$ cat src/rtl/enemies_controller.sv
// enemies_controller
//   Owns the 8-slot enemy table. Enemies are spawned from a free-running LFSR
//   and advance toward the player on frame ticks. Player shots are resolved
//   against the nearest enemy on the fired angle, and each hit flashes that
//   angle on the angles_hit bus for a few frames.
// Ports
//   clk, rst             clock, asynchronous active-high reset
//   frame_tick           one-cycle pulse per video frame
//   game_enable          1 = spawn/move/fire active, 0 = table frozen
//   game_start           one-cycle synchronous clear of table/score/flashes
//   fire_valid/angle     shot request; accepted when fire_valid & fire_ready
//   fire_ready           high only when the shot engine is idle and enabled
//   state[151:0]         slot i = {alive,angle[3:0],kind[1:0],distance[7:0],health[3:0]}
//   angles_hit[15:0]     bit a set while angle a is flashing
//   kill, player_hit     one-cycle event pulses
//   score[15:0]          saturating kill count
module enemies_controller #(
    parameter int          SPAWN_INTERVAL = 60,
    parameter int          MOVE_DIV       = 2,
    parameter logic [7:0]  SPAWN_DISTANCE = 8'd200,
    parameter logic [2:0]  HIT_FLASH      = 3'd6,
    parameter logic [15:0] LFSR_SEED      = 16'hACE1
) (
    input  logic         clk,
    input  logic         rst,
    input  logic         frame_tick,
    input  logic         game_enable,
    input  logic         game_start,
    input  logic         fire_valid,
    input  logic [3:0]   fire_angle,
    output logic         fire_ready,
    output logic [151:0] state,
    output logic [15:0]  angles_hit,
    output logic         kill,
    output logic         player_hit,
    output logic [15:0]  score
);

    typedef enum logic [1:0] {
        S_IDLE  = 2'd0,
        S_SCAN  = 2'd1,
        S_APPLY = 2'd2
    } shot_state_e;

    logic [7:0]  alive_q, alive_d;
    logic [3:0]  angle_q [8];
    logic [3:0]  angle_d [8];
    logic [1:0]  kind_q  [8];
    logic [1:0]  kind_d  [8];
    logic [7:0]  dist_q  [8];
    logic [7:0]  dist_d  [8];
    logic [3:0]  hp_q    [8];
    logic [3:0]  hp_d    [8];
    logic [2:0]  flash_q [16];
    logic [2:0]  flash_d [16];
    logic [15:0] score_q, score_d;
    logic [15:0] lfsr_q, lfsr_d;
    logic [15:0] spawn_cnt_q, spawn_cnt_d;
    logic [15:0] move_cnt_q, move_cnt_d;
    shot_state_e fsm_q, fsm_d;
    logic [3:0]  shot_angle_q, shot_angle_d;
    logic [2:0]  scan_idx_q, scan_idx_d;
    logic        best_valid_q, best_valid_d;
    logic [2:0]  best_idx_q, best_idx_d;
    logic [7:0]  best_dist_q, best_dist_d;
    logic        kill_q, kill_d;
    logic        phit_q, phit_d;

    logic        spawn_go_s, move_go_s, free_found_s;
    logic [2:0]  free_idx_s;
    logic [7:0]  step_s;

    assign fire_ready = (fsm_q == S_IDLE) & game_enable;
    assign kill       = kill_q;
    assign player_hit = phit_q;
    assign score      = score_q;

    for (genvar g = 0; g < 8; g++) begin : g_state
        assign state[19*g +: 19] = {alive_q[g], angle_q[g], kind_q[g], dist_q[g], hp_q[g]};
    end
    for (genvar a = 0; a < 16; a++) begin : g_hit
        assign angles_hit[a] = (flash_q[a] != 3'd0);
    end

    // Next-state logic for the table, counters, flashes and shot engine.
    always_comb begin
        alive_d      = alive_q;
        angle_d      = angle_q;
        kind_d       = kind_q;
        dist_d       = dist_q;
        hp_d         = hp_q;
        flash_d      = flash_q;
        score_d      = score_q;
        spawn_cnt_d  = spawn_cnt_q;
        move_cnt_d   = move_cnt_q;
        fsm_d        = fsm_q;
        shot_angle_d = shot_angle_q;
        scan_idx_d   = scan_idx_q;
        best_valid_d = best_valid_q;
        best_idx_d   = best_idx_q;
        best_dist_d  = best_dist_q;
        kill_d       = 1'b0;
        phit_d       = 1'b0;
        spawn_go_s   = 1'b0;
        move_go_s    = 1'b0;
        free_found_s = 1'b0;
        free_idx_s   = 3'd0;
        step_s       = 8'd1;
        // Fibonacci LFSR, taps 16,14,13,11, shifting toward bit 0; free-running.
        lfsr_d = {lfsr_q[0] ^ lfsr_q[2] ^ lfsr_q[3] ^ lfsr_q[5], lfsr_q[15:1]};

        if (game_start) begin
            alive_d      = 8'd0;
            score_d      = 16'd0;
            spawn_cnt_d  = 16'd0;
            move_cnt_d   = 16'd0;
            fsm_d        = S_IDLE;
            scan_idx_d   = 3'd0;
            best_valid_d = 1'b0;
            for (int i = 0; i < 8; i++) begin
                angle_d[i] = 4'd0;
                kind_d[i]  = 2'd0;
                dist_d[i]  = 8'd0;
                hp_d[i]    = 4'd0;
            end
            for (int a = 0; a < 16; a++) begin
                flash_d[a] = 3'd0;
            end
        end else begin
            if (frame_tick && game_enable) begin
                if (spawn_cnt_q == 16'(SPAWN_INTERVAL - 1)) begin
                    spawn_cnt_d = 16'd0;
                    spawn_go_s  = 1'b1;
                end else begin
                    spawn_cnt_d = spawn_cnt_q + 16'd1;
                end
                if (move_cnt_q == 16'(MOVE_DIV - 1)) begin
                    move_cnt_d = 16'd0;
                    move_go_s  = 1'b1;
                end else begin
                    move_cnt_d = move_cnt_q + 16'd1;
                end
            end else begin
                spawn_go_s = 1'b0;
            end

            for (int a = 0; a < 16; a++) begin
                if (frame_tick && flash_q[a] != 3'd0) begin
                    flash_d[a] = flash_q[a] - 3'd1;
                end else begin
                    flash_d[a] = flash_q[a];
                end
            end

            case (fsm_q)
                S_IDLE: begin
                    if (fire_valid && game_enable) begin
                        shot_angle_d = fire_angle;
                        best_valid_d = 1'b0;
                        scan_idx_d   = 3'd0;
                        fsm_d        = S_SCAN;
                    end else begin
                        fsm_d = S_IDLE;
                    end
                end
                S_SCAN: begin
                    // Strict '<' keeps the lower index on equal distances.
                    if (alive_q[scan_idx_q] && angle_q[scan_idx_q] == shot_angle_q &&
                        (!best_valid_q || dist_q[scan_idx_q] < best_dist_q)) begin
                        best_valid_d = 1'b1;
                        best_idx_d   = scan_idx_q;
                        best_dist_d  = dist_q[scan_idx_q];
                    end else begin
                        best_valid_d = best_valid_q;
                    end
                    scan_idx_d = scan_idx_q + 3'd1;
                    if (scan_idx_q == 3'd7) begin
                        fsm_d = S_APPLY;
                    end else begin
                        fsm_d = S_SCAN;
                    end
                end
                S_APPLY: begin
                    fsm_d = S_IDLE;
                    // Re-check the slot: it may have died or been respawned during the scan.
                    if (best_valid_q && alive_q[best_idx_q] && angle_q[best_idx_q] == shot_angle_q) begin
                        hp_d[best_idx_q]      = hp_q[best_idx_q] - 4'd1;
                        flash_d[shot_angle_q] = HIT_FLASH;
                        if (hp_q[best_idx_q] == 4'd1) begin
                            alive_d[best_idx_q] = 1'b0;
                            kill_d              = 1'b1;
                            if (score_q != 16'hFFFF) begin
                                score_d = score_q + 16'd1;
                            end else begin
                                score_d = score_q;
                            end
                        end else begin
                            kill_d = 1'b0;
                        end
                    end else begin
                        kill_d = 1'b0;
                    end
                end
                default: fsm_d = S_IDLE;
            endcase

            // Movement sees the post-hit slot, so a killed slot is not also moved.
            if (move_go_s) begin
                for (int i = 0; i < 8; i++) begin
                    step_s = (kind_d[i] == 2'd2) ? 8'd2 : 8'd1;
                    if (alive_d[i]) begin
                        if (dist_d[i] <= step_s) begin
                            alive_d[i] = 1'b0;
                            dist_d[i]  = 8'd0;
                            phit_d     = 1'b1;
                        end else begin
                            dist_d[i] = dist_d[i] - step_s;
                        end
                    end else begin
                        dist_d[i] = dist_d[i];
                    end
                end
            end else begin
                step_s = 8'd1;
            end

            // Free slot is chosen from the registered table, so slots freed this cycle wait.
            if (spawn_go_s) begin
                for (int i = 7; i >= 0; i--) begin
                    if (!alive_q[i]) begin
                        free_found_s = 1'b1;
                        free_idx_s   = 3'(i);
                    end else begin
                        free_found_s = free_found_s;
                    end
                end
                if (free_found_s) begin
                    alive_d[free_idx_s] = 1'b1;
                    angle_d[free_idx_s] = lfsr_q[3:0];
                    kind_d[free_idx_s]  = lfsr_q[5:4];
                    dist_d[free_idx_s]  = SPAWN_DISTANCE;
                    hp_d[free_idx_s]    = 4'd1 << lfsr_q[5:4];
                end else begin
                    alive_d = alive_d;
                end
            end else begin
                free_found_s = 1'b0;
            end
        end
    end

    // State registers with asynchronous reset.
    always_ff @(posedge clk or posedge rst) begin
        if (rst) begin
            alive_q      <= 8'd0;
            score_q      <= 16'd0;
            lfsr_q       <= LFSR_SEED;
            spawn_cnt_q  <= 16'd0;
            move_cnt_q   <= 16'd0;
            fsm_q        <= S_IDLE;
            shot_angle_q <= 4'd0;
            scan_idx_q   <= 3'd0;
            best_valid_q <= 1'b0;
            best_idx_q   <= 3'd0;
            best_dist_q  <= 8'd0;
            kill_q       <= 1'b0;
            phit_q       <= 1'b0;
            for (int i = 0; i < 8; i++) begin
                angle_q[i] <= 4'd0;
                kind_q[i]  <= 2'd0;
                dist_q[i]  <= 8'd0;
                hp_q[i]    <= 4'd0;
            end
            for (int a = 0; a < 16; a++) begin
                flash_q[a] <= 3'd0;
            end
        end else begin
            alive_q      <= alive_d;
            angle_q      <= angle_d;
            kind_q       <= kind_d;
            dist_q       <= dist_d;
            hp_q         <= hp_d;
            flash_q      <= flash_d;
            score_q      <= score_d;
            lfsr_q       <= lfsr_d;
            spawn_cnt_q  <= spawn_cnt_d;
            move_cnt_q   <= move_cnt_d;
            fsm_q        <= fsm_d;
            shot_angle_q <= shot_angle_d;
            scan_idx_q   <= scan_idx_d;
            best_valid_q <= best_valid_d;
            best_idx_q   <= best_idx_d;
            best_dist_q  <= best_dist_d;
            kill_q       <= kill_d;
            phit_q       <= phit_d;
        end
    end

endmodule
$ cat config.mk
export PLATFORM = sky130hd
export DESIGN_NAME = enemies_controller
export DESIGN_NICKNAME = d
export VERILOG_FILES = /design/src/rtl/enemies_controller.sv
export SDC_FILE = /design/constraint.sdc
export NUM_CORES = 1
export LEC_CHECK = 0
export ABC_CLOCK_PERIOD_IN_PS = 13500
export CAP_MARGIN = 20
export CORE_AREA = 2 2 186 188
export DETAILED_ROUTE_END_ITERATION = 16
export DIE_AREA = 0 0 188 190
export DONT_BUFFER_PORTS = 1
export PLACE_DENSITY_LB_ADDON = 0.25
export SYNTH_ARGS = -nofsm -noshare
export SYNTH_HDL_FRONTEND = slang
export SYNTH_SLANG_ARGS = --single-unit
$ cat constraint.sdc
create_clock -name clk -period 13.5 [get_ports clk]
set_input_delay 0.675 -clock clk [delete_from_list [all_inputs] [get_ports clk]]
set_output_delay 0.675 -clock clk [all_outputs]
set_load 0.01 [all_outputs]
Word level (Yosys, flattened, before mapping)

Cells that the tools add are included.

Add/sub/neg operators: 29
$lt $le $gt $ge: 21
Eq/ne operators: 19
Shifts and indexed selects: 1
Multiplexer cells: 207
Bitwise logic cells: 18
Reduce and logical (&&, ||, !) cells: 60

Operator list:

| cell                  | count |
|---|---|
| $mux 64               | 5 |
| $mux 32               | 9 |
| $mux 16               | 14 |
| $mux 8                | 28 |
| $mux 48               | 3 |
| $mux 3                | 45 |
| $bwmux 32             | 3 |
| $le 8x2->1            | 8 |
| $mux 1                | 64 |
| $sub 8x2->8           | 8 |
| $reduce_bool 3->1     | 17 |
| $add 16x1->16 const B | 3 |
| $sub 3x1->3 const B   | 16 |
| $and 40x40->40        | 1 |
| $not 40->40           | 1 |
| $bmux 4 s3            | 3 |
| $mux 4                | 8 |
| $or 32x32->32         | 1 |
| $logic_and 1x1->1     | 27 |
| $bmux 8 s3            | 1 |
| $demux 4 s3           | 2 |
| $demux 8 s3           | 1 |
| $or 24x24->24         | 1 |
| $mux 2                | 11 |
| 45 further kinds      | 75 |

Register bits: 287
Logic and storage cells: 416

Longest topological paths before layout

Gate-level depths: netlist of the first run.

Depth in word-level cells: 29
Depth in mapped cells: 15
Depth with buffers taken out: 11

Worst setup path after synthesis of the first run

No wires, ideal clock.

Path kind: register -> register
From: register scan_idx_q[0]
To: register best_dist_q[1]
Library setup time: 0.125 ns
Arrival time: 3.883 ns
Required time: 13.375 ns
Setup slack: 9.492 ns
Stages on the path, launching flop included: 15
Period minus slack after synthesis: 4.008 ns
Path through: dfrtp_1 buf_2 buf_2 buf_1 mux4_2 mux2_2 ha_1 nand2_1 a21oi_1 a211o_1 a21oi_1 o21ai_0 a211o_1 clkbuf_1 mux2_2

Longest elaborated chain between the ends: 8

Ends and longest elaborated chain:

| element                                                             | line          | RTL |
|---|---|---|
| from (decl)                                                         | 62            | `logic [2:0] scan_idx_q, scan_idx_d;` |
| from (signal assigned)                                              | 290           | `scan_idx_q <= scan_idx_d;` |
| $not 3->4 (not written as such)                                     | 168, 169, 172 |  |
| $bmux 8 s3 or $bmux 4 s3 (tied branches)                            | 169, 172, 168 |  |
| $mux 8 (not written as such) or $mux 4 (tied branches) (2 in a row) | 169, 172, 168 |  |
| $lt 8x8->1 or $eq 4x4->1 (tied branches)                            | 169, 168      |  |
| $logic_or 1x1->1 or $logic_and 1x1->1 (tied branches)               | 169, 168      |  |
| $logic_and 1x1->1                                                   | 168           | `if (alive_q[scan_idx_q] && angle_q[scan_idx_q] == shot_angle_q &&` |
| $reduce_and 3->1 (no source line)                                   | -             |  |
| to (signal assigned)                                                | 293           | `best_dist_q <= best_dist_d;` |
| to (decl)                                                           | 65            | `logic [7:0] best_dist_q, best_dist_d;` |

Several ways; a longest one is shown, not always the timed one. The select of a mux whose other input is x is not followed.
A chain may end at the register's enable or synchronous reset.

==> impl_metrics.tcl, run 1 <==
set metrics [dict create \
    outcome "completed" \
    die_width_microns 188 \
    io_buffer_count 0 \
    period_needed_ns 4.24 \
    die-area_sq_mm 0.0357 \
    drcViolationCount 0 \
    cts_root_buf "clkbuf_16" \
    netlist_area_sq_mm 0.0167 \
    drt_iter0_drc 1101 \
    synthTopCellsByCount "dfrtp_1, nand2_1, a21oi_1, nor2_1, inv_1" \
    ios 197 \
    end_kind "flop" \
    grt_pass1_vias 12956 \
    r2r_setup_slack_ns 9.26 \
    drive_gt1_share_pct 10.8 \
    worstMarginPinSlew_ns 0.997 \
    postPlaceCellArea_sq_mm 0.0170 \
    avgViaCountPerCell 6.18 \
    antenna_found_initial 0 \
    grtUsageMet1_pct 36.5 \
    slowest_delay_ns 1.02 \
    fin_cells 2188 \
    grt_pass1_wl_microns 76600 \
    core_sq_mm 0.0339 \
    cp.required_ns 13.93 \
    cp_cell_sequence "mux2i_1 > nor2_1 > a311o_1 > a21oi_1 > inv_1 > ha_1 > and4_4 > nand4b_4 > o211ai_2 > or4b_2 > a21oi_1" \
    finalPower_w 0.00222 \
    tns_ns 0 \
    cts_resized 0 \
    final_cell_area_sq_mm 0.0182 \
    cts_max_level 2 \
    dp_cells 2128 \
    cts_buffer_depth 3 \
    slew_headroom_pct 33.5 \
    critPathLaunch "best_idx_q[1]" \
    fmaxAchievable_mhz 236 \
    cp_max_fo 44 \
    synthArstFlopShare_pct 100 \
    skew_ns 0.0215 \
    synth.distinct_cells 87 \
    r2r-end "state[101]" \
    die_height_microns 190 \
    slowest_stage "dfrtp_2" \
    dominantRegCellSynth "dfrtp_1" \
    fin_crit_sh_pct 31.4 \
    rsz0062_at_grt "no" \
    maxCapViolCount 0 \
    worstPathArrival_ns 4.67 \
    vias 13521 \
    setup_violations 0 \
    p_leak_nw 7.67 \
    crit_type "reg2reg" \
    numCtsBuffers 34 \
    cts_tree "built" \
    syn_inst 1747 \
    hpwl_microns 35000 \
    avgSynthCellArea_sq_um 9.58 \
    ys_seq_elements 287 \
    finalHoldViolations 0 \
    drt_pass1_iterations 5 \
    use_met2_pct 43.2 \
    seq_area_frac_synth_pct 43.0 \
    start_util_pct 49.3 \
    overflow 0 \
    gp_congestion 0.938 \
    clk_latency_ns 0.52 \
    grt_busiest_layer "met2" \
    netlist_top_cells_area "dfrtp_1, nand2_1, a21oi_1" \
    ir_drop_mv 0.0997 \
    worstSetupStartpointType "flop" \
    grt_max_degree 146 \
    yosys.area.top_type "dfrtp_1" \
    yosysMostFrequentCell "dfrtp_1" \
    wl_per_cell_microns 22.5 \
    routed_wl_microns 49200 \
    synthesis.nets 1828 \
    post-cts-setup-buffer-count 0 \
    clk_pin_slew_worst_paths_ns 0.06 \
    cpMostUsedCell "a21oi_1" \
    antenna_cells 0 \
    rows 68 \
    netlist.area_leader.share_pct 41.7 \
    hp-class "in2async" \
    dp_slack_ns 9.36 \
    synth_edf_count 0 \
    holdBufCountCts 0 \
    antenna_left 0 \
    rr_worst_depth 11 \
    nNetsFinal 1790 \
    use_met3_pct 7.47 \
    setup_ws_ns 9.26 \
    slew_violations 0 \
    p_per_area_mw_per_mm2 122 \
    grt_usage_pct 27.4 \
    ys_warn_count 0 \
    worstReg2RegStart "best_idx_q[1]" \
    area_growth_pct 8.62 \
    cts.sinks 287 \
]
[cell type report]
class                      instances  area [sq um]
fill                            3035         15800
multi-input combinational       1297          8850
sequential                       287          7190
clock buffer                      49          1020
tap                              455           569
inverter                          73           282
clock inverter                    11           135
timing repair buffer              16           120
[how the worst max path moves through the flow]
| stage | slack, ns | endpoint | depth (start not counted) |
|---|---|---|---|
| floorplan | 4.92 | alive_q[0] | 1 |
| global placement | 9.47 | flash_q[9] | 9 |
| detailed placement | 9.36 | state[101] | 11 |
| CTS | 9.33 | state[101] | 11 |
| global route | 9.04 | state[101] | 11 |
| finish | 9.26 | state[101] | 11 |
[stage by stage]
step / hold slack, ns / utilization [%]
2_1_floorplan: 0.331 / -
3_3_place_gp: 0.335 / 50.1
3_5_place_dp: 0.338 / 50.1
4_1_cts: 0.149 / 53.5
5_1_grt: 0.183 / 53.5
6_report: 0.123 / 53.5
[flip-flops by register name (all words and copies together) (netlist names)]
register	cells
fsm_q	2
alive_q	8
lfsr_q	16
spawn_cnt_q	16
best_valid_q	1
score	16
best_dist_q	8
move_cnt_q	16
kill	1
player_hit	1
state	144
flash_q	48
scan_idx_q	3
shot_angle_q	4
best_idx_q	3
[logic make-up after synthesis]
logic type | share of synthesized area (%)
AO/OA/AOI/OAI | 13.8
flip-flops | 43.0
AND/OR/NAND/NOR | 20.3
XOR/XNOR | 3.61
buffers and inverters | 4.14
adder cells (fa/ha/maj) | 5.67
multiplexers | 9.50
[worst max-delay path, delay by kind of cell, from the launching register on]
kind                     cells  cell delay (ns)
AO/OA/AOI/OAI                4             1.23
AND/OR/NAND/NOR              4             1.16
flip-flops                   1             1.02
multiplexers                 1             0.29
adder cells (fa/ha/maj)      1             0.24
buffers and inverters        1             0.19
[cells in the final DEF (no fill, tap or decap), types with 6 or more instances in the layout]
| cell | instances |
|---|---|
| o211ai_2 | 7 |
| nor4_1 | 16 |
| and3_1 | 30 |
| ha_1 | 63 |
| buf_4 | 16 |
| a31oi_1 | 22 |
| or3b_2 | 9 |
| nor2b_1 | 7 |
| o21ai_1 | 8 |
| dfrtp_1 | 277 |
| xnor2_1 | 42 |
| clkbuf_16 | 35 |
| mux4_2 | 29 |
| dfstp_2 | 8 |
| mux2i_1 | 62 |
| nand4_1 | 16 |
| nand2_1 | 237 |
| inv_1 | 71 |
| o21ai_0 | 52 |
| or4_1 | 24 |
| nor3_1 | 50 |
| nand2b_1 | 32 |
| a21oi_1 | 176 |
| or4b_1 | 6 |
| xor2_1 | 22 |
| o31ai_1 | 10 |
| a22oi_1 | 20 |
| a211o_1 | 7 |
| fa_1 | 8 |
| or3_1 | 33 |
| nor2_1 | 131 |
| and2_1 | 6 |
| clkbuf_8 | 9 |
| mux2_2 | 28 |
| nand3_1 | 31 |
| or2_2 | 6 |
| o211ai_1 | 19 |
[layer usage]
metal,up-vias,part of all wire (%)
met5,-,0
met1,6716,42
li1,6193,-
met2,513,46
met4,0,3.5
met3,99,9.1
[power by group]
part	switching [W]	internal, W
combinational	0.000209	0.000128
sequential	0.0000345	0.000908
clock	0.000375	0.000565
total	0.000619	0.00160
(Power assumes the default switching activity.)
==> run 2: changes to the inputs <==
--- a/config.mk
+++ b/config.mk
@@ -5,7 +5,7 @@
 export SDC_FILE = /design/constraint.sdc
 export NUM_CORES = 1
 export LEC_CHECK = 0
-export ABC_CLOCK_PERIOD_IN_PS = 13500
+export ABC_CLOCK_PERIOD_IN_PS = 4100
 export CAP_MARGIN = 20
 export CORE_AREA = 2 2 186 188
 export DETAILED_ROUTE_END_ITERATION = 16
==> constraint.sdc (replaced) <==
create_clock -name clk -period 4.1 [get_ports clk]
set_input_delay 0.205 -clock clk [delete_from_list [all_inputs] [get_ports clk]]
set_output_delay 0.205 -clock clk [all_outputs]
set_load 0.01 [all_outputs]
==> run 2 against run 1 <==
Register-to-register slack worse by 8.8 ns. Hold slack got worse by 0.088 ns. Fmax up 15%. Cell count grew 1.4%. Total power grew to 3.3 times the previous value. Sequential power rose to 3.3 times the previous value. Via count up 1.2%. Global-route usage rose by 0.63 points. Largest power group unchanged.
==> impl_metrics.tcl, run 2 (synthesized netlist as in run 1, its figures left out) <==
set metrics [dict create \
    setup_violations 0 \
    worstPathArrival_ns 4.14 \
    slowest_delay_ns 0.67 \
    grt_usage_pct 28.1 \
    die_width_microns 188 \
    antenna_cells 0 \
    fmaxAchievable_mhz 272 \
    crit_buf_inv 1 \
    rsz0062_at_grt "no" \
    fin_crit_sh_pct 89.7 \
    slew_headroom_pct 32.5 \
    period_needed_ns 3.68 \
    routed_wl_microns 50400 \
    end_kind "flop" \
    cp.required_ns 4.56 \
    clk_pin_slew_worst_paths_ns 0.07 \
    gp_congestion 0.922 \
    skew_ns 0.0162 \
    die-area_sq_mm 0.0357 \
    cts.sinks 287 \
    grt_pass1_vias 13388 \
    largest_reg_flops 144 \
    worstReg2RegStart "scan_idx_q[0]" \
    crit_family "multiplexers" \
    start_util_pct 49.3 \
    worstMarginPinSlew_ns 1.01 \
    p_per_area_mw_per_mm2 397 \
    tns_ns 0 \
    outcome "completed" \
    cts_resized 0 \
    setup_ws_ns 0.423 \
    vias 13678 \
    rows 68 \
    antenna_left 0 \
    p_leak_nw 7.84 \
    nNetsFinal 1820 \
    drive_gt1_share_pct 11.9 \
    dp_cells 2150 \
    seqCellArea_sq_mm 0.00719 \
    wl_per_cell_microns 22.7 \
    cp_cell_sequence "buf_4 > mux4_2 > mux2_2 > ha_1 > nand4_1 > o21ai_0 > a211o_1 > mux2_2" \
    die_height_microns 190 \
    top_layer "met5" \
    cts_max_level 1 \
    drcViolationCount 0 \
    ir_drop_mv 0.315 \
    maxCapViolCount 0 \
    crit_type "reg2reg" \
    cpMostUsedCell "mux2_2" \
    cts_root_buf "clkbuf_16" \
    io_buffer_count 0 \
    utilization_pct 54.4 \
    r2r-end "best_dist_q[2]" \
    holdBufCountCts 11 \
    cts_tree "built" \
    grt_max_degree 151 \
    area_growth_pct 10.4 \
    wl_met2_microns 23200 \
    overflow 0 \
    grt_pass1_wl_microns 78800 \
    final_common_cell "dfrtp_1" \
    routedLengthMet1_microns 20600 \
    core_sq_mm 0.0339 \
    numCtsBuffers 31 \
    hold_ws_ns 0.0347 \
    worstSetupStartpointType "flop" \
    clk_latency_ns 0.58 \
    fin_cells 2218 \
    post-cts-setup-buffer-count 0 \
    rr_worst_depth 8 \
    r2r_setup_slack_ns 0.42 \
    hp-class "in2async" \
    finalHoldViolations 0 \
    ios 197 \
    antenna_found_initial 1 \
    multi_input_area_sq_mm 0.00885 \
    fill_cells 2988 \
    slew_violations 0 \
    slowest_stage "dfrtp_2" \
    met3WireLength_microns 5020 \
    hpwl_microns 35900 \
    drt_iter0_drc 1196 \
    cts_buffer_depth 3 \
    avgViaCountPerCell 6.17 \
    dp_slack_ns 0.397 \
    cp_max_fo 15 \
    final_cell_mix "dfrtp_1, nand2_1, a21oi_1" \
    drt_pass1_iterations 6 \
    critPathLaunch "scan_idx_q[0]" \
]
run 2: routing by layer:
| metal | up-vias | global-route usage, % |
|---|---|---|
| li1 | 6269 | - |
| met1 | 6754 | 36.7 |
| met2 | 552 | 44.8 |
| met3 | 101 | 8.50 |
| met4 | 2 | 8.90 |
| met5 | - | 0 |
run 2: area by class of cell:
cell class	instances	share of cell area [%]
clock buffer	42	4.80
clock inverter	15	1.30
inverter	73	1.50
multi-input combinational	1297	47.9
sequential	287	39.0
tap	455	3.08
timing repair buffer	49	2.43
run 2: worst max path at each step:
stage	endpoint	slack, ns	cells after the start
after global placement	best_dist_q[7]	0.45	8
after detailed placement	best_dist_q[6]	0.40	8
after CTS	best_dist_q[6]	0.39	8
after global routing	state[124]	0.18	7
after floorplan	best_dist_q[1]	0.09	14
final	best_dist_q[2]	0.42	8
run 2: power breakdown:
part | internal, W | switching [W] | total (W)
Combinational | 0.000433 | 0.000711 | 0.00114
Clock | 0.00189 | 0.00119 | 0.00308
Sequential | 0.00299 | 0.000117 | 0.00311
run 2: metrics by stage:
step | instance area [sq um] | power (W)
final | 18500 | 0.00733
after floorplan | 16700 | 0.00407
after CTS | 18500 | 0.00739
after detailed placement | 17200 | 0.00427
after global routing | 18500 | 0.00769
after global placement | 17200 | 0.00421
